===== src/rtl/mac_arbiter.sv =====
// rtl/mac_arbiter.sv - round-robin arbiter sharing one coefficient ROM port and MAC between two sequencers
//
// Purpose: grants the shared ROM/MAC datapath to one of two transform
// sequencers at a time, holds it for one coefficient computation, clears the
// MAC on every hand-over and captures each finished accumulation.
// Optional feature: define MAC_ARB_WATCHDOG_EN to force release of a grant
// that issues more than MAX_OPS accumulate strobes (sets sticky wd_err_o).
//
// Ports:
//   clock, reset            rising-edge clock, asynchronous active-low reset
//   req*_i, addr*_i,        per-requester request, ROM address, ROM read
//   rd_en*_i, acc*_i,       enable, accumulate strobe and coefficient-done
//   done*_i                 pulse
//   mac_result_i            MAC accumulator output
//   gnt*_o                  grant (one-hot or zero)
//   rom_addr_o, rom_rd_en_o muxed ROM port
//   mac_active_o            muxed accumulate enable
//   mac_rst_n_o             MAC clear, active-low
//   res*_o, res_valid*_o    captured result and one-cycle update pulse
//   wd_err_o                sticky watchdog error
module mac_arbiter #(
  parameter int DATA_W  = 16,
  parameter int ADDR_W  = 6,
  parameter int MAX_OPS = 64
) (
  input  logic              clock,
  input  logic              reset,
  input  logic              req0_i,
  input  logic              req1_i,
  input  logic [ADDR_W-1:0] addr0_i,
  input  logic [ADDR_W-1:0] addr1_i,
  input  logic              rd_en0_i,
  input  logic              rd_en1_i,
  input  logic              acc0_i,
  input  logic              acc1_i,
  input  logic              done0_i,
  input  logic              done1_i,
  input  logic [DATA_W-1:0] mac_result_i,
  output logic              gnt0_o,
  output logic              gnt1_o,
  output logic [ADDR_W-1:0] rom_addr_o,
  output logic              rom_rd_en_o,
  output logic              mac_active_o,
  output logic              mac_rst_n_o,
  output logic [DATA_W-1:0] res0_o,
  output logic [DATA_W-1:0] res1_o,
  output logic              res_valid0_o,
  output logic              res_valid1_o,
  output logic              wd_err_o
);

`ifdef MAC_ARB_WATCHDOG_EN
  localparam bit WD_EN = 1'b1;
`else
  localparam bit WD_EN = 1'b0;
`endif

  localparam int                OPS_W   = ADDR_W + 1;
  localparam logic [OPS_W-1:0]  OPS_MAX = OPS_W'(MAX_OPS);

  typedef enum logic [1:0] {
    ST_IDLE   = 2'd0,
    ST_GRANT0 = 2'd1,
    ST_GRANT1 = 2'd2,
    ST_FLUSH  = 2'd3
  } state_t;

  state_t             state_q, state_d;
  logic               ptr_q, ptr_d;
  logic [OPS_W-1:0]   ops_q, ops_d;
  logic [DATA_W-1:0]  res0_q, res1_q;
  logic               res_valid0_q, res_valid1_q;
  logic               wd_err_q;
  logic               cap0, cap1, wd_fire;
  state_t             pick_state;

  // Arbitration choice used from both IDLE and FLUSH; ptr breaks ties.
  always_comb begin
    pick_state = ST_IDLE;
    if (req0_i && req1_i) begin
      pick_state = ptr_q ? ST_GRANT1 : ST_GRANT0;
    end else if (req0_i) begin
      pick_state = ST_GRANT0;
    end else if (req1_i) begin
      pick_state = ST_GRANT1;
    end
  end

  // State register
  always_ff @(posedge clock or negedge reset) begin
    if (!reset) begin
      state_q <= ST_IDLE;
    end else begin
      state_q <= state_d;
    end
  end

  // Next-state logic. Done takes precedence over a request drop and over the
  // watchdog so a finished coefficient is never lost.
  always_comb begin
    state_d = state_q;
    ptr_d   = ptr_q;
    ops_d   = '0;
    cap0    = 1'b0;
    cap1    = 1'b0;
    wd_fire = 1'b0;
    case (state_q)
      ST_GRANT0: begin
        ops_d = acc0_i ? ops_q + 1'b1 : ops_q;
        if (done0_i) begin
          cap0    = 1'b1;
          state_d = ST_FLUSH;
          ptr_d   = 1'b1;
        end else if (!req0_i) begin
          state_d = ST_FLUSH;
          ptr_d   = 1'b1;
        end else if (WD_EN && acc0_i && (ops_q == OPS_MAX)) begin
          wd_fire = 1'b1;
          state_d = ST_FLUSH;
          ptr_d   = 1'b1;
        end
      end
      ST_GRANT1: begin
        ops_d = acc1_i ? ops_q + 1'b1 : ops_q;
        if (done1_i) begin
          cap1    = 1'b1;
          state_d = ST_FLUSH;
          ptr_d   = 1'b0;
        end else if (!req1_i) begin
          state_d = ST_FLUSH;
          ptr_d   = 1'b0;
        end else if (WD_EN && acc1_i && (ops_q == OPS_MAX)) begin
          wd_fire = 1'b1;
          state_d = ST_FLUSH;
          ptr_d   = 1'b0;
        end
      end
      default: begin
        state_d = pick_state;
      end
    endcase
  end

  // Output logic: the datapath mux is zero-cycle from the granted requester;
  // IDLE and FLUSH both hold the MAC in clear.
  always_comb begin
    gnt0_o       = 1'b0;
    gnt1_o       = 1'b0;
    rom_addr_o   = '0;
    rom_rd_en_o  = 1'b0;
    mac_active_o = 1'b0;
    mac_rst_n_o  = 1'b0;
    case (state_q)
      ST_GRANT0: begin
        gnt0_o       = 1'b1;
        mac_rst_n_o  = 1'b1;
        rom_addr_o   = addr0_i;
        rom_rd_en_o  = rd_en0_i;
        mac_active_o = acc0_i;
      end
      ST_GRANT1: begin
        gnt1_o       = 1'b1;
        mac_rst_n_o  = 1'b1;
        rom_addr_o   = addr1_i;
        rom_rd_en_o  = rd_en1_i;
        mac_active_o = acc1_i;
      end
      default: begin
      end
    endcase
  end

  // Pointer, op counter, result capture and sticky error
  always_ff @(posedge clock or negedge reset) begin
    if (!reset) begin
      ptr_q        <= 1'b0;
      ops_q        <= '0;
      res0_q       <= '0;
      res1_q       <= '0;
      res_valid0_q <= 1'b0;
      res_valid1_q <= 1'b0;
      wd_err_q     <= 1'b0;
    end else begin
      ptr_q        <= ptr_d;
      ops_q        <= ops_d;
      res_valid0_q <= cap0;
      res_valid1_q <= cap1;
      if (cap0) res0_q <= mac_result_i;
      if (cap1) res1_q <= mac_result_i;
      if (wd_fire) wd_err_q <= 1'b1;
    end
  end

  assign res0_o       = res0_q;
  assign res1_o       = res1_q;
  assign res_valid0_o = res_valid0_q;
  assign res_valid1_o = res_valid1_q;
  assign wd_err_o     = wd_err_q;

endmodule


===== config.mk =====
export PLATFORM = sky130hd
export DESIGN_NAME = mac_arbiter
export DESIGN_NICKNAME = d
export VERILOG_FILES = /design/src/rtl/mac_arbiter.sv
export SDC_FILE = /design/constraint.sdc
export NUM_CORES = 1
export LEC_CHECK = 0
export CAP_MARGIN = 10
export CORE_UTILIZATION = 39
export CTS_CLUSTER_SIZE = 24
export DETAILED_ROUTE_END_ITERATION = 12
export PLACE_DENSITY = 0.83
export SYNTH_ARGS = -nofsm -noshare
export SYNTH_HDL_FRONTEND = slang
export SYNTH_SLANG_ARGS = --single-unit

===== constraint.sdc =====
create_clock -name clock -period 1.8 [get_ports clock]
set_input_delay 0.54 -clock clock [delete_from_list [all_inputs] [get_ports clock]]
set_output_delay 0.54 -clock clock [all_outputs]
set_load 0.01 [all_outputs]

After elaboration in Yosys (flattened, before gate mapping)
Index checks and enable logic that the tools add are counted.
Widths: inputs -> output; s select.
{ "totals": {"mem_count": 0, "elab_cells": 39, "rom_bits": 0, "ramBits": 0, "latchBits": 0, "out_inout_bits": 46, "register_bits": 37} }
{ "op_classes": {"muxes": 24, "reduce_logical": 5, "n_eq_ne": 4, "n_mul": 0, "magnitude_cmp": 0, "div_mod_pow": 0, "bitwise_logic": 0, "shift": 0, "add_sub_neg": 0} }
{ "ops": {"columns": ["operator", "n"], "rows": [
  ["$mux 2", 8],
  ["$pmux 6 s2", 1],
  ["$mux 1", 11],
  ["$ne 3x3->1 const B", 2],
  ["$pmux 1 s2", 3],
  ["$pmux 2 s2", 1],
  ["$reduce_and 3->1", 1],
  ["$eq 2x1->1 const B", 1],
  ["$eq 2x2->1 const B", 1],
  ["$reduce_and 2->1", 1],
  ["$reduce_bool 2->1", 1],
  ["$reduce_or 2->1", 1],
  ["$logic_and 1x1->1", 1]
]} }

Longest topological paths before layout
{ "depth": {"word_depth": 4, "ltp_mapped": 6} }

Worst setup path before layout
No wires, ideal clock.
{ "synth_path": {"path_kind": "reg-to-output", "from": "register state_q[0]", "to": "output port mac_active_o", "required_time_ns": 1.260, "arrival_ns": 1.188, "path_stages_with_launch": 6, "slack_ns": 0.072, "path_cell_list": "dfrtp_1 > inv_1 > ha_1 > clkbuf_1 > a22oi_1 > nor2_1"} }
{ "synth_between": {"elab_chain_len": 2, "elab_cells_between_ends": 3, "cone_classes": "2 x eq/ne; 1 x mux"} }
{ "synth_lines": {"columns": ["item", "line_no", "source"], "rows": [
  ["start, declared", "68", "state_t state_q, state_d;"],
  ["start signal, assigned", "94", "state_q <= state_d;"],
  ["$eq 2x2->1 / $eq 2x1->1 (equally long branches)", "153", "case (state_q)"],
  ["$pmux 1 s2 *", "153", null],
  ["end, declared", "43", "output logic mac_active_o,"]
]} }
Every way passes the cells marked *; elsewhere a longest branch is shown, timed or not.

Final worst setup path
{ "layout_path": {"from": "register state_q[0]", "to": "output port rom_addr_o[1]"} }
{ "layout_between": {"elab_chain_len": 2, "elab_cells_between_ends": 3, "cone_classes": "2 x eq/ne; 1 x mux"} }
{ "layout_lines": {"columns": ["item", "line_no", "source"], "rows": [
  ["$eq 2x2->1 / $eq 2x1->1 (equally long branches)", "153", null],
  ["$pmux 6 s2 *", "153", null],
  ["end, declared", "41", "output logic [ADDR_W-1:0] rom_addr_o,"]
]} }
Marked as above.

==> flow_metrics.env <==
export IMPL_die_h_um=67.1
export IMPL_powerDensity_nw_per_um2=1770
export IMPL_final_net_count=258
export IMPL_slew_violations=0
export IMPL_die_area_um2=4500
export IMPL_clockBufferDepth=2
export IMPL_rsz0062_at_grt="true"
export IMPL_irDropWorstVdd_uv=1100
export IMPL_die_x_um=67.1
export IMPL_coreArea_um2=4030
export IMPL_cts_tree="done"
export IMPL_layout_setup_ws_ns=-0.181
export IMPL_nFillCells=278
export IMPL_hpwl_um=3060
export IMPL_finalCritPeriodShare_pct=110
export IMPL_synth_nets=157
export IMPL_viasPerCell=4.96
export IMPL_dp_cells=252
export IMPL_violations="setup timing"
export IMPL_drt_pass1_iter_count=4
export IMPL_drc_errors=0
export IMPL_cp_required_ns=1.26
export IMPL_ys_warn_count=0
export IMPL_clock_sinks=37
export IMPL_min_path_type="primary input to asynchronous set/reset pin"
export IMPL_leakage_nw=1.30
export IMPL_root_buffer="clkbuf_8"
export IMPL_start_kind="flop"
export IMPL_ys_seq_area_share_pct=56.0
export IMPL_place_ws_ns=-0.505
export IMPL_multiInputGateArea_um2=746
export IMPL_grt_first_pass_wirelength_um=6620
export IMPL_postRouteAntennaNets=0
export IMPL_setup_viol=9
export IMPL_numPortBuffers=82
export IMPL_synth_edf_count=0
export IMPL_reg2reg_slack_ns=0.05
export IMPL_tns_ns=-1.32
export IMPL_area_growth_pct=69.1
export IMPL_antenna_found_initial=0
export IMPL_overflow=0
export IMPL_endpoint_kind="primary output"
export IMPL_p_total_mw=4.94
export IMPL_fin_area_um2=2800
export IMPL_clock_skew_ns=0.00440
export IMPL_hold_ws_ns=0.158
export IMPL_fmax_ghz=0.505
export IMPL_cts_clk_slew_worst_paths_ns=0.08
export IMPL_vias=1329
export IMPL_cts_made_buffers=5
export IMPL_place_gp_congestion=0.814
export IMPL_critical_path_arrival_ns=1.44
export IMPL_critPathKind="flop to primary output"
export IMPL_async_flop_share_pct=100
export IMPL_hold_viol_final=0
export IMPL_period_needed_ns=1.98
export IMPL_io_pins=84
export IMPL_synth_seq_cells=37
export IMPL_insertion_delay_ns=0.28
export IMPL_status="complete, but fails checks"
export IMPL_fin_util_pct=69.4
export IMPL_post_drt_wl_per_cell_um=16.4
export IMPL_cp_max_fo=5
export IMPL_grt_pass1_vias=1424
export IMPL_ff_latch_area_um2=927
export IMPL_antenna_cells=0
export IMPL_num_rows=23
export IMPL_drt_first_iter_violations=40
export IMPL_grt_max_degree=22
export IMPL_syn_inst=116
export IMPL_cap_violations=0
export IMPL_synthesis_area_um2=1650
export IMPL_cts_hold_buf=0
export IMPL_htree_levels=2
export IMPL_post_synth_cell_area_avg_um2=14.2
export IMPL_drive_gt1_share_pct=40.4
export IMPL_dpl_instance_area_um2=2570
export IMPL_final_common_cell="clkdlybuf4s50_1"
export IMPL_grt_usage_pct=20.2
export IMPL_layout_common_cells="clkdlybuf4s50_1, dfrtp_1, mux2_4"
export IMPL_final_cells=268
export IMPL_start_util_pct=41.0
export IMPL_ys_flop_type="dfrtp_1"
export IMPL_drt_total_wl_um=4410
export IMPL_ys_types=21
worst paths after layout:
kind / start / end / depth (start not counted)
worst max-delay path: state_q[0] / rom_addr_o[1] / 6
worst min-delay path: reset / res1_o[13] / 1
worst max register to register: state_q[0] / res0_o[1] / 8
worst min register to register: res0_o[14] / res0_o[14] / 1
max in group asynchronous: reset / res1_o[10] / 2
min in group clock: res0_o[14] / res0_o[14] / 1
layout make-up:
class / count / share of cell area, %
repair buffers: 100 / 33.7
flip-flops and latches: 37 / 33.2
multi-input cells: 67 / 26.7
clock buffers: 6 / 2.95
well taps: 50 / 2.24
inverters: 6 / 0.806
clock inverters: 2 / 0.492
Yosys cell counts (2+ instances only):
cell       n  area [um2]
nand2_1    2        7.51
mux2_4    18         270
a21oi_1    3        15.0
nor2_1     8        30.0
buf_2      2        10.0
buf_6      2        22.5
ha_1       3        37.5
nand3b_1   2        15.0
dfrtp_1   37         926
inv_1      6        22.5
mux2_2    14         158
mux2i_1    2        20.0
nand2b_1   2        12.5
a22oi_1    8        60.1
critical path: stages, from the launching register on:
cell and delay [ns]:
dfrtp_1 0.40, buf_6 0.12, ha_4 0.16, buf_6 0.13, a22oi_2 0.14, nor2_2 0.07
buf_2 0.14
registers in the layout (all words and copies together) (netlist names):
| register | count |
|---|---|
| res0_o | 16 |
| res_valid0_o | 1 |
| res1_o | 16 |
| res_valid1_o | 1 |
| ptr_q | 1 |
| state_q | 2 |
where the power goes:
| part | total (mW) | switching [mW] | internal, mW |
|---|---|---|---|
| clock | 0.601 | 0.291 | 0.310 |
| combinational | 2.84 | 1.07 | 1.77 |
| sequential | 1.51 | 0.258 | 1.25 |
logic make-up after synthesis:
logic type               share of synthesized area [%]
AND/OR/NAND/NOR                                   5.00
other                                            0.227
flip-flops                                        56.0
adder cells (fa/ha/maj)                           2.27
AO/OA/AOI/OAI                                     5.37
multiplexers                                      27.1
buffers and inverters                             4.01
repair_timing:
item,CTS,global route
setup endpoints to repair,11,17
buffers inserted,4,3
endpoints found under the hold margin,0,0
gates cloned,1,0
pin swaps,10,8
gates resized for setup,67,6
per-layer routing:
metal	GRT usage (%)	up-vias	share of wire (%)
li1	-	598	-
met1	21.4	652	37
met3	7.36	3	9.9
met4	5.05	0	0.68
met5	0	-	0
met2	37.4	76	52
Power figures use the tool's default switching activity.
